`src/rtl/apb_ctrl_pkg.sv`:
```
// Shared types and constants for the two-requester APB master controller.
// Width defaults, PPROT bit positions and the bus sequencing state type.
package apb_ctrl_pkg;

    localparam int DEF_ADDR_WIDTH  = 32;
    localparam int DEF_DATA_WIDTH  = 32;
    localparam int DEF_SLV_SEL_BIT = 31;
    localparam int DEF_MAX_WAIT    = 16;

    localparam int PROT_WIDTH      = 3;
    localparam int PPROT_PRIV_BIT  = 0;
    localparam int PPROT_NSEC_BIT  = 1;
    localparam int PPROT_INSTR_BIT = 2;

    typedef enum logic [1:0] {
        IDLE   = 2'd0,
        SETUP  = 2'd1,
        ACCESS = 2'd2
    } apb_state_e;

endpackage

```
`src/rtl/apb_rr_arbiter.sv`:
```
// Two-way round-robin arbiter: with both requesters active, the one that did
// not win last time is granted; last_grant updates only when a grant is taken.
module apb_rr_arbiter
    import apb_ctrl_pkg::*;
(
    input  logic       clk,
    input  logic       rst,
    input  logic [1:0] req,
    input  logic       advance,
    output logic [1:0] gnt,
    output logic       last_grant
);

    always_comb begin
        gnt = 2'b00;
        case (req)
            2'b01:   gnt = 2'b01;
            2'b10:   gnt = 2'b10;
            2'b11:   gnt = last_grant ? 2'b01 : 2'b10;
            default: gnt = 2'b00;
        endcase
    end

    // Resetting to 1 makes requester 0 win the first contention.
    always_ff @(posedge clk or posedge rst) begin
        if (rst) begin
            last_grant <= 1'b1;
        end else if (advance && (gnt != 2'b00)) begin
            last_grant <= gnt[1];
        end
    end

endmodule

```
`src/rtl/apb_master_ctrl.sv`:
```
// APB master shared by two local requesters: round-robin grant, SETUP/ACCESS
// sequencing, PSEL decode from one address bit, and a bounded wait-state timeout.
module apb_master_ctrl
    import apb_ctrl_pkg::*;
#(
    parameter int ADDR_WIDTH  = DEF_ADDR_WIDTH,
    parameter int DATA_WIDTH  = DEF_DATA_WIDTH,
    parameter int STRB_WIDTH  = DATA_WIDTH / 8,
    parameter int SLV_SEL_BIT = DEF_SLV_SEL_BIT,
    parameter int MAX_WAIT    = DEF_MAX_WAIT
) (
    input  logic                         clk,
    input  logic                         rst,
    input  logic [1:0]                   req_valid,
    output logic [1:0]                   req_ready,
    input  logic [1:0]                   req_write,
    input  logic [2*ADDR_WIDTH-1:0]      req_addr,
    input  logic [2*DATA_WIDTH-1:0]      req_wdata,
    input  logic [2*STRB_WIDTH-1:0]      req_strb,
    input  logic [2*PROT_WIDTH-1:0]      req_prot,
    output logic [1:0]                   rsp_valid,
    output logic [DATA_WIDTH-1:0]        rsp_rdata,
    output logic                         rsp_err,
    output logic                         PSEL0,
    output logic                         PSEL1,
    output logic                         PENABLE,
    output logic                         PWRITE,
    output logic [ADDR_WIDTH-1:0]        PADDR,
    output logic [DATA_WIDTH-1:0]        PWDATA,
    output logic [STRB_WIDTH-1:0]        PSTRB,
    output logic [PROT_WIDTH-1:0]        PPROT,
    input  logic [DATA_WIDTH-1:0]        PRDATA,
    input  logic                         PREADY
);

    localparam int WAIT_W = $clog2(MAX_WAIT + 1);
    localparam logic [WAIT_W-1:0] WAIT_LAST = WAIT_W'(MAX_WAIT - 1);

    apb_state_e state, state_nxt;

    logic [1:0]            gnt;
    logic                  last_grant;
    logic                  advance;
    logic                  finish;
    logic                  timeout;
    logic [WAIT_W-1:0]     wait_cnt;

    logic [ADDR_WIDTH-1:0] sel_addr;
    logic [DATA_WIDTH-1:0] sel_wdata;
    logic [STRB_WIDTH-1:0] sel_strb;
    logic [PROT_WIDTH-1:0] sel_prot;
    logic                  sel_write;

    assign advance = (state == IDLE) && (req_valid != 2'b00);

    // The accept pulse must coincide with the grant cycle, so it is decoded
    // from req_valid directly; nothing on the APB side feeds it.
    assign req_ready = advance ? gnt : 2'b00;

    apb_rr_arbiter u_arb (
        .clk        (clk),
        .rst        (rst),
        .req        (req_valid),
        .advance    (advance),
        .gnt        (gnt),
        .last_grant (last_grant)
    );

    assign sel_addr  = gnt[1] ? req_addr[2*ADDR_WIDTH-1:ADDR_WIDTH]  : req_addr[ADDR_WIDTH-1:0];
    assign sel_wdata = gnt[1] ? req_wdata[2*DATA_WIDTH-1:DATA_WIDTH] : req_wdata[DATA_WIDTH-1:0];
    assign sel_strb  = gnt[1] ? req_strb[2*STRB_WIDTH-1:STRB_WIDTH]  : req_strb[STRB_WIDTH-1:0];
    assign sel_prot  = gnt[1] ? req_prot[2*PROT_WIDTH-1:PROT_WIDTH]  : req_prot[PROT_WIDTH-1:0];
    assign sel_write = gnt[1] ? req_write[1] : req_write[0];

    always_ff @(posedge clk or posedge rst) begin
        if (rst) begin
            state <= IDLE;
        end else begin
            state <= state_nxt;
        end
    end

    always_comb begin
        state_nxt = state;
        finish    = 1'b0;
        timeout   = 1'b0;
        case (state)
            IDLE: begin
                if (advance) begin
                    state_nxt = SETUP;
                end
            end
            SETUP: begin
                state_nxt = ACCESS;
            end
            ACCESS: begin
                // A ready slave wins over a timeout landing on the same cycle.
                if (PREADY) begin
                    finish    = 1'b1;
                    state_nxt = IDLE;
                end else if (wait_cnt == WAIT_LAST) begin
                    finish    = 1'b1;
                    timeout   = 1'b1;
                    state_nxt = IDLE;
                end
            end
            default: begin
                state_nxt = IDLE;
            end
        endcase
    end

    always_ff @(posedge clk or posedge rst) begin
        if (rst) begin
            PSEL0     <= 1'b0;
            PSEL1     <= 1'b0;
            PENABLE   <= 1'b0;
            PWRITE    <= 1'b0;
            PADDR     <= '0;
            PWDATA    <= '0;
            PSTRB     <= '0;
            PPROT     <= '0;
            rsp_valid <= 2'b00;
            rsp_err   <= 1'b0;
            rsp_rdata <= '0;
            wait_cnt  <= '0;
        end else begin
            rsp_valid <= 2'b00;
            rsp_err   <= 1'b0;

            if (advance) begin
                PADDR  <= sel_addr;
                PWDATA <= sel_wdata;
                PSTRB  <= sel_write ? sel_strb : '0;
                PPROT  <= sel_prot;
                PWRITE <= sel_write;
                PSEL0  <= ~sel_addr[SLV_SEL_BIT];
                PSEL1  <= sel_addr[SLV_SEL_BIT];
            end

            if (state == SETUP) begin
                PENABLE <= 1'b1;
            end

            if (state == ACCESS) begin
                if (finish) begin
                    PSEL0     <= 1'b0;
                    PSEL1     <= 1'b0;
                    PENABLE   <= 1'b0;
                    wait_cnt  <= '0;
                    // last_grant still names the requester that owns this transfer.
                    rsp_valid <= last_grant ? 2'b10 : 2'b01;
                    rsp_err   <= timeout;
                    rsp_rdata <= (PREADY && !PWRITE) ? PRDATA : '0;
                end else begin
                    wait_cnt <= wait_cnt + WAIT_W'(1);
                end
            end
        end
    end

endmodule

```
`config.mk`:
```
export PLATFORM = sky130hd
export DESIGN_NAME = apb_master_ctrl
export DESIGN_NICKNAME = d
export VERILOG_FILES = /design/src/rtl/apb_ctrl_pkg.sv /design/src/rtl/apb_rr_arbiter.sv /design/src/rtl/apb_master_ctrl.sv
export SDC_FILE = /design/constraint.sdc
export NUM_CORES = 1
export LEC_CHECK = 0
export ABC_AREA = 1
export CAP_MARGIN = 40
export CORE_AREA = 2 2 119 121
export CTS_BUF_LIST = sky130_fd_sc_hd__clkbuf_16
export CTS_CLUSTER_DIAMETER = 80
export DETAILED_ROUTE_END_ITERATION = 6
export DIE_AREA = 0 0 121 123
export PLACE_DENSITY = 0.83
export SYNTH_ARGS = -nofsm -noshare
export SYNTH_HDL_FRONTEND = slang
export SYNTH_SLANG_ARGS = --single-unit
```
`constraint.sdc`:
```
create_clock -name clk -period 4.6 [get_ports clk]
set_clock_uncertainty 0.15 [all_clocks]
set_input_delay 0.46 -clock clk [delete_from_list [all_inputs] [get_ports clk]]
set_output_delay 0.46 -clock clk [all_outputs]
set_load 0.02 [all_outputs]
```
# Word-level counts from Yosys, hierarchy flattened
# Cells that the tools add are included.
[word_totals] reg_bits=118 inputBits=181 out_inout_bits=112
[classes] n_addsub=1 eq_ne=8 mux=33 bitwise_logic=1 n_reduce_logical=9
[ops] cell="2-to-1 mux 32 bit" n=3
[ops] cell="2-to-1 mux 1 bit" n=16
[ops] cell="2-to-1 mux 2 bit" n=8
[ops] cell="one-hot mux 2 bit (3 select lines)" n=2
[ops] cell="2-to-1 mux 4 bit" n=2
[ops] cell="equality test 2 bit, second input constant" n=3
[ops] cell="adder 5 x 1 -> 5 bit, second input constant" n=1
[ops] cell="equality test 5 x 4 -> 1 bit, second input constant" n=1
[ops] cell="2-to-1 mux 5 bit" n=1
[ops] cell="equality test 2 x 1 -> 1 bit, second input constant" n=2
[ops] cell="AND reduction 2 bit" n=2
[ops] cell="nonzero test 2 bit" n=2
[ops] cell="logical AND 1 bit" n=3
[ops] cell="2-to-1 mux 3 bit" n=1
[ops] cell="inequality test 3 bit, second input constant" n=1
[ops] cell="zero test 2 bit" n=1
[ops] cell="inequality test 2 bit, second input constant" n=1
[ops] cell="zero test 1 bit" n=1
[ops] cell="NOT 1 bit" n=1

# Longest topological paths before layout
# Gate-level depths: netlist of run 1.
[logic_depth] word_depth=7 mapped_depth=10 ltp_nobuf=9

# Hierarchy
# A second synthesis of run 1 with hierarchy kept.
[hier_totals] cells_unflattened=618 hier_area_um2=5456.5
[modules_own_cells] mod="apb_master_ctrl" n_inst=1 cells_each=609 area_each_um2=5391.4 seq_area_each_um2=2927.8
[modules_own_cells] mod="apb_rr_arbiter" n_inst=1 cells_each=9 area_each_um2=65.1 seq_area_each_um2=26.3

# Worst setup path before layout of run 1
# No wires, ideal clock.
[synth_timing] kind="register to register" from="register wait_cnt[0]" to="register rsp_rdata[0]" t_arrival_ns=1.566 t_required_ns=4.385 slack_ns=2.820 stages_incl_launch_ff=11 path_buffers=1 cell_sequence="dfrtp_1 > ha_1 > nand2_1 > nor2_1 > ha_1 > nor2_1 > nor2_2 > inv_2 > buf_2 > nand2_1 > nand2_1"
[synth_between] elab_chain_cells=5
[synth_rtl] item="start: declaration" line_no="apb_master_ctrl.sv:46" rtl="logic [WAIT_W-1:0] wait_cnt;"
[synth_rtl] item="start signal: assignment" line_no="apb_master_ctrl.sv:156" rtl="wait_cnt <= wait_cnt + WAIT_W'(1);"
[synth_rtl] item="equality test 5 x 4 -> 1 bit" line_no="apb_master_ctrl.sv:101" rtl="end else if (wait_cnt == WAIT_LAST) begin"
[synth_rtl] item="2-to-1 mux 1 bit" line_no="apb_master_ctrl.sv:101"
[synth_rtl] item="2-to-1 mux 1 bit" line_no="apb_master_ctrl.sv:98" rtl="if (PREADY) begin"
[synth_rtl] item="2-to-1 mux 1 bit" line_no="apb_master_ctrl.sv:87" rtl="case (state)"
[synth_rtl] item="AND reduction 2 bit (no line)"
[synth_rtl] item="end signal: assignment" line_no="apb_master_ctrl.sv:154" rtl="rsp_rdata <= (PREADY && !PWRITE) ? PRDATA : '0;"
[synth_rtl] item="end: declaration" line_no="apb_master_ctrl.sv:22" rtl="output logic [DATA_WIDTH-1:0] rsp_rdata,"
# Every way passes these cells.
# A chain may end at the register's enable or synchronous reset.

# Worst setup path in the final report of run 1
[layout_timing] from="input port req_valid[1]" to="output port req_ready[1]"
[layout_between] elab_chain_cells=3 word_cells_on_any_way=7 classes_between="eq/ne (3); mux (2); reduce/logical (2)"
[layout_rtl] item="start: declaration" line_no="apb_master_ctrl.sv:14" rtl="input logic [1:0] req_valid,"
[layout_rtl] item="equality test 2 bit (tied with other cells)" line_no="apb_rr_arbiter.sv:16" rtl="case (req)"
[layout_rtl] item="one-hot mux 2 bit (3 select lines) or logical AND 1 bit (tied branches)" line_no="apb_rr_arbiter.sv:16, apb_master_ctrl.sv:54"
[layout_rtl] item="2-to-1 mux 2 bit *" line_no="apb_master_ctrl.sv:58" rtl="assign req_ready = advance ? gnt : 2'b00;"
[layout_rtl] item="end: declaration" line_no="apb_master_ctrl.sv:15" rtl="output logic [1:0] req_ready,"
# Mark *: on every way between the ends. The rest lies on a longest branch, timed or not.

==> out/metrics.yaml, run 1 <==
run_status: "finished clean"
fin_tns_setup_ps: 0
slew_violations: 0
ys_warn_count: 0
grt_usage_pct: 22.1
synth-seq-area-share_pct: 57.8
cts_tree: "built"
setup_viol: 0
port_buffers: 292
timing.hold.ws_ps: 321
clk_pin_slew_worst_paths_ps: 50
rsz0062_at_grt: "no"
holdBufCountCts: 0
leakage_nw: 4.04
grt_pass1_wl_um: 25400
routed_wl_um: 16600
syn_area_um2: 5110
utilization_pct: 63.8
worstMarginPinSlew_ps: 790
cp_max_fo: 9
ys_seq_elements: 118
wl_per_cell_um: 15.3
max_stage_delay_ps: 760
hold_viol_final: 0
worst_ir_drop_vdd_uv: 359
hp-start: "rsp_rdata[26]"
cts_htree_levels: 4
end_kind: "output pin"
grt_max_degree: 119
avgSynthCellArea_um2: 8.45
timing.rr.start: "wait_cnt[1]"
holdCritPathClass: "reg -> reg"
fp.dieArea_um2: 14900
critPathKind: "in -> out"
slew_headroom_pct: 47.3
grt-ovfl-total: 0
crit_buf_inv: 2
place_congestion: 0.796
critPathLaunch: "req_valid[1]"
critical_path_arrival_ps: 2130
period_needed_ps: 2740
cpMostUsedCell: "clkdlybuf4s50_1"
vias: 5118
numCtsBuffers: 17
required_ps: 3990
fmax_mhz: 366
ff2ff_setup_slack_ps: 2090
root_buffer: "clkbuf_16"
syn_to_final_growth_pct: 69.8
ant_nets: 0
cp_top_family: "buffers and inverters"
dr.pass1.iters: 4
die_x_um: 121
cts_resized: 0
worst-path-stages: 4
boundaryPins: 293
cp-endpoint: "req_ready[1]"
drt-initial-drc-count: 246
start_kind: "input port"
drive_gt1_share_pct: 5.65
dp_hpwl_um: 11800
syn_nets: 788
diodes: 0
synthCells: 605
grt_antenna_before_repair: 0
clockBufferDepth: 2
ff2ff_path_depth: 10
coreArea_um2: 13600
r2r-end: "rsp_rdata[0]"
drc_errors: 0
insertion_delay_ps: 400
cp_cell_sequence: "clkdlybuf4s50_1 > nand2_8 > nor2_4 > clkdlybuf4s50_1"
avgViaCountPerCell: 4.73
nets: 1074
die_h_um: 123
initial_core_util_pct: 37.5
rows: 43
place_inst: 1052
clkSinkCount: 118
post_cts_buffers: 0
synth_cell_types: 23
post-route-period-util_pct: 59.5
cap_violations: 0
fill_cells: 1133
layout.cells.non_filler: 1082
power.density_nw_per_um2: 679
grt_pass1_vias: 5101
critPathSlowestCell: "clkdlybuf4s50_1"
sequential cells by signal (all words and copies together) (netlist names), 2 cells and up:
register,count
PSTRB,4
rsp_valid,2
wait_cnt,5
PADDR,32
PPROT,3
rsp_rdata,32
state,2
PWDATA,32
placed cells by master, fill, tap and decap left out, drive strengths merged, types with 4 or more instances in the layout:
master and count:
a21oi 6, buf 7, clkbuf 17, clkdlybuf4s50 292
clkinv 4, dfrtp 117, inv 22, nand2 300
nand3 109, nor2 18
stage by stage:
stage / setup slack (ps) / area (µm²) / power (mW)
after global placement: 1890 / 8130 / 4.65
after detailed placement: 1870 / 8150 / 4.73
after floorplan: 863 / 5110 / 3.34
after global routing: 1790 / 8680 / 6.28
after CTS: 1860 / 8680 / 5.97
final: 1860 / 8680 / 5.89
where the power goes:
part           switching [mW]  internal, mW  leakage (nW)  total, mW
logic                    1.59          1.28          2.26       2.87
registers               0.277          1.55          1.49       1.82
clock network           0.432         0.769         0.288       1.20
worst reg2reg max path: stages, from the launching register on:
cell,delay [ps]
dfrtp_1,400
ha_1,210
nand2_1,90
nor2_1,50
ha_1,190
nor2_1,240
nor2_2,70
buf_4,250
inv_2,530
nand2_1,160
nand2_1,110
final cells by class:
cell class                 instances  area (µm²)  area share [%]
sequential                       118        2950            34.0
multi-input combinational        440        1910            22.0
tap                              180         225            2.60
timing repair buffer             299        3000            34.5
clock inverter                    13         105            1.21
inverter                          15        61.3           0.706
clock buffer                      17         425            4.90
layer usage:
layer | GRT usage (%) | vias to the layer above | wire [µm]
li1 | - | 2487 | -
met1 | 25.2 | 2376 | 6610
met2 | 36.6 | 216 | 7980
met3 | 8.81 | 39 | 1480
met4 | 10.2 | 0 | 512
met5 | 0 | - | 0
how the worst min path moves through the flow:
| stage | end | depth (start not counted) | slack (ps) |
|---|---|---|---|
| final | rsp_rdata[26] | 2 | 320 |
| after global routing | rsp_rdata[24] | 2 | 350 |
| after CTS | rsp_rdata[26] | 2 | 330 |
| after detailed placement | rsp_rdata[18] | 2 | 320 |
| after global placement | PSTRB[3] | 2 | 310 |
| after floorplan | state[1] | 1 | 320 |
Yosys cell counts:
cell type / n / area, µm²
dfrtp_1: 117 / 2930
buf_6: 3 / 33.8
nor2_1: 14 / 52.6
ha_1: 2 / 25.0
inv_4: 1 / 6.26
nand3_1: 109 / 546
o22ai_1: 1 / 6.26
buf_4: 9 / 67.6
inv_2: 1 / 3.75
nand2_4: 1 / 11.3
o21ai_0: 2 / 10.0
dfstp_2: 1 / 26.3
a21oi_1: 6 / 30.0
nand2_8: 1 / 20.0
inv_1: 13 / 48.8
nand2_1: 288 / 1080
nand2_2: 10 / 62.6
clkbuf_1: 6 / 22.5
buf_2: 14 / 70.1
o21ai_4: 1 / 16.3
nor2_8: 1 / 20.0
nor2_2: 3 / 18.8
nor3_1: 1 / 5.00
kinds of logic after synthesis:
group                    count (synthesis)  synth area share (%)
AND/OR/NAND/NOR                        428                  35.5
buffers and inverters                   47                  4.94
adder cells (fa/ha/maj)                  2                 0.490
flip-flops                             118                  57.8
AO/OA/AOI/OAI                           10                  1.22
No activity file was read; power rests on OpenSTA's default activity.
==> run 2, diff against run 1 <==
Clock period 4.6 ns to 2.71 ns, I/O delays scaled along.
==> out/metrics.yaml, run 2 (synthesis results as in run 1) <==
grt_pass1_wl_um: 26500
diodes: 0
slew_headroom_pct: 58.5
die_x_um: 121
clkSinkCount: 118
leakage_nw: 4.03
start_kind: "input port"
syn_to_final_growth_pct: 70.7
dp_hpwl_um: 11700
root_buffer: "clkbuf_16"
crit_buf_inv: 2
cp_cell_sequence: "clkdlybuf4s50_1 > nand2_8 > nor2_4 > clkdlybuf4s50_1"
cp_max_fo: 9
timing.hold.ws_ps: 262
final_cell_mix: "292 x clkdlybuf4s50_1, 288 x nand2_1, 117 x dfrtp_1, 109 x nand3_1, 17 x clkbuf_16"
setup_viol: 0
grt-ovfl-total: 0
end_kind: "output pin"
fmax_mhz: 414
worst_ir_drop_vdd_uv: 620
grt_pass1_vias: 5155
stdcell_area_um2: 8730
cp_top_family: "buffers and inverters"
critical_path_arrival_ps: 1990
avgViaCountPerCell: 4.75
cts_resized: 0
post-route-period-util_pct: 89.1
holdBufCountCts: 0
grt_usage_pct: 22.9
worstMarginPinSlew_ps: 623
cts_tree: "built"
power.total_mw: 10.1
period_needed_ps: 2410
power.density_nw_per_um2: 1160
port_buffers: 292
slew_violations: 0
initial_core_util_pct: 37.5
utilization_pct: 64.1
pre_cts_ws_ps: 304
clockBufferDepth: 2
drt-initial-drc-count: 280
critPathKind: "in -> out"
insertion_delay_ps: 400
coreArea_um2: 13600
place_inst: 1052
routed_wl_um: 16500
grt_max_degree: 119
max_stage_delay_ps: 770
required_ps: 2290
nets: 1074
hold_viol_final: 0
top_regs: "PADDR x32, PWDATA x32, rsp_rdata x32"
finalWorstSetupSlack_ps: 297
drc_errors: 0
run_status: "finished clean"
cap_violations: 0
wl_per_cell_um: 15.3
layout.cells.non_filler: 1084
holdCritPathClass: "in -> async"
vias: 5145
cpMostUsedCell: "clkdlybuf4s50_1"
clk_pin_slew_worst_paths_ps: 50
grt_antenna_before_repair: 0
dr.pass1.iters: 4
place_congestion: 0.804
critPathSlowestCell: "clkdlybuf4s50_1"
rsz0062_at_grt: "no"
cts_htree_levels: 4
boundaryPins: 293
ant_nets: 0
fin_tns_setup_ps: 0
drive_gt1_share_pct: 5.97
die_h_um: 123
post_cts_buffers: 0
numCtsBuffers: 17
layout_commonest_cell: "clkdlybuf4s50_1"
rows: 43
placed_area_um2: 8180
fp.dieArea_um2: 14900
run 2: cell type report:
class                   instances  area (µm²)
fillers                      1122        4890
multi-input cells             440        1910
inverters                      15        62.6
clock buffers                  17         425
clock inverters                15         121
repair buffers                299        3030
flip-flops and latches        118        2950
well taps                     180         225
run 2: final timing paths:
path                          startpoint            end  slack [ps]  cells past startpoint
min reg2reg                rsp_rdata[30]  rsp_rdata[30]         330                      2
max                         req_valid[1]   req_ready[1]         300                      4
max reg2reg                  wait_cnt[0]          PSEL0         640                     10
min                                  rst      PADDR[26]         260                      3
max in group asynchronous            rst   rsp_rdata[6]        1700                      3
min in group clk               PRDATA[0]   rsp_rdata[0]         270                      3
run 2: tightest hold or removal path, cell delays in order:
cell and delay (ps):
clkdlybuf4s50_1 440, clkinvlp_4 100, buf_12 470
run 2: metal layers:
metal,up-vias,GRT usage [%],wire length (µm)
met1,2387,27.0,6460
met2,237,38.2,7940
met3,31,9.04,1740
met4,0,7.99,393
met5,-,0,0
li1,2490,-,-
run 2: report_power, final:
group          internal, mW  total [mW]  switching [mW]
sequential             2.62        3.09           0.467
clock                  1.32        2.08           0.759
combinational          2.21        4.91            2.71
total                  6.15        10.1            3.93
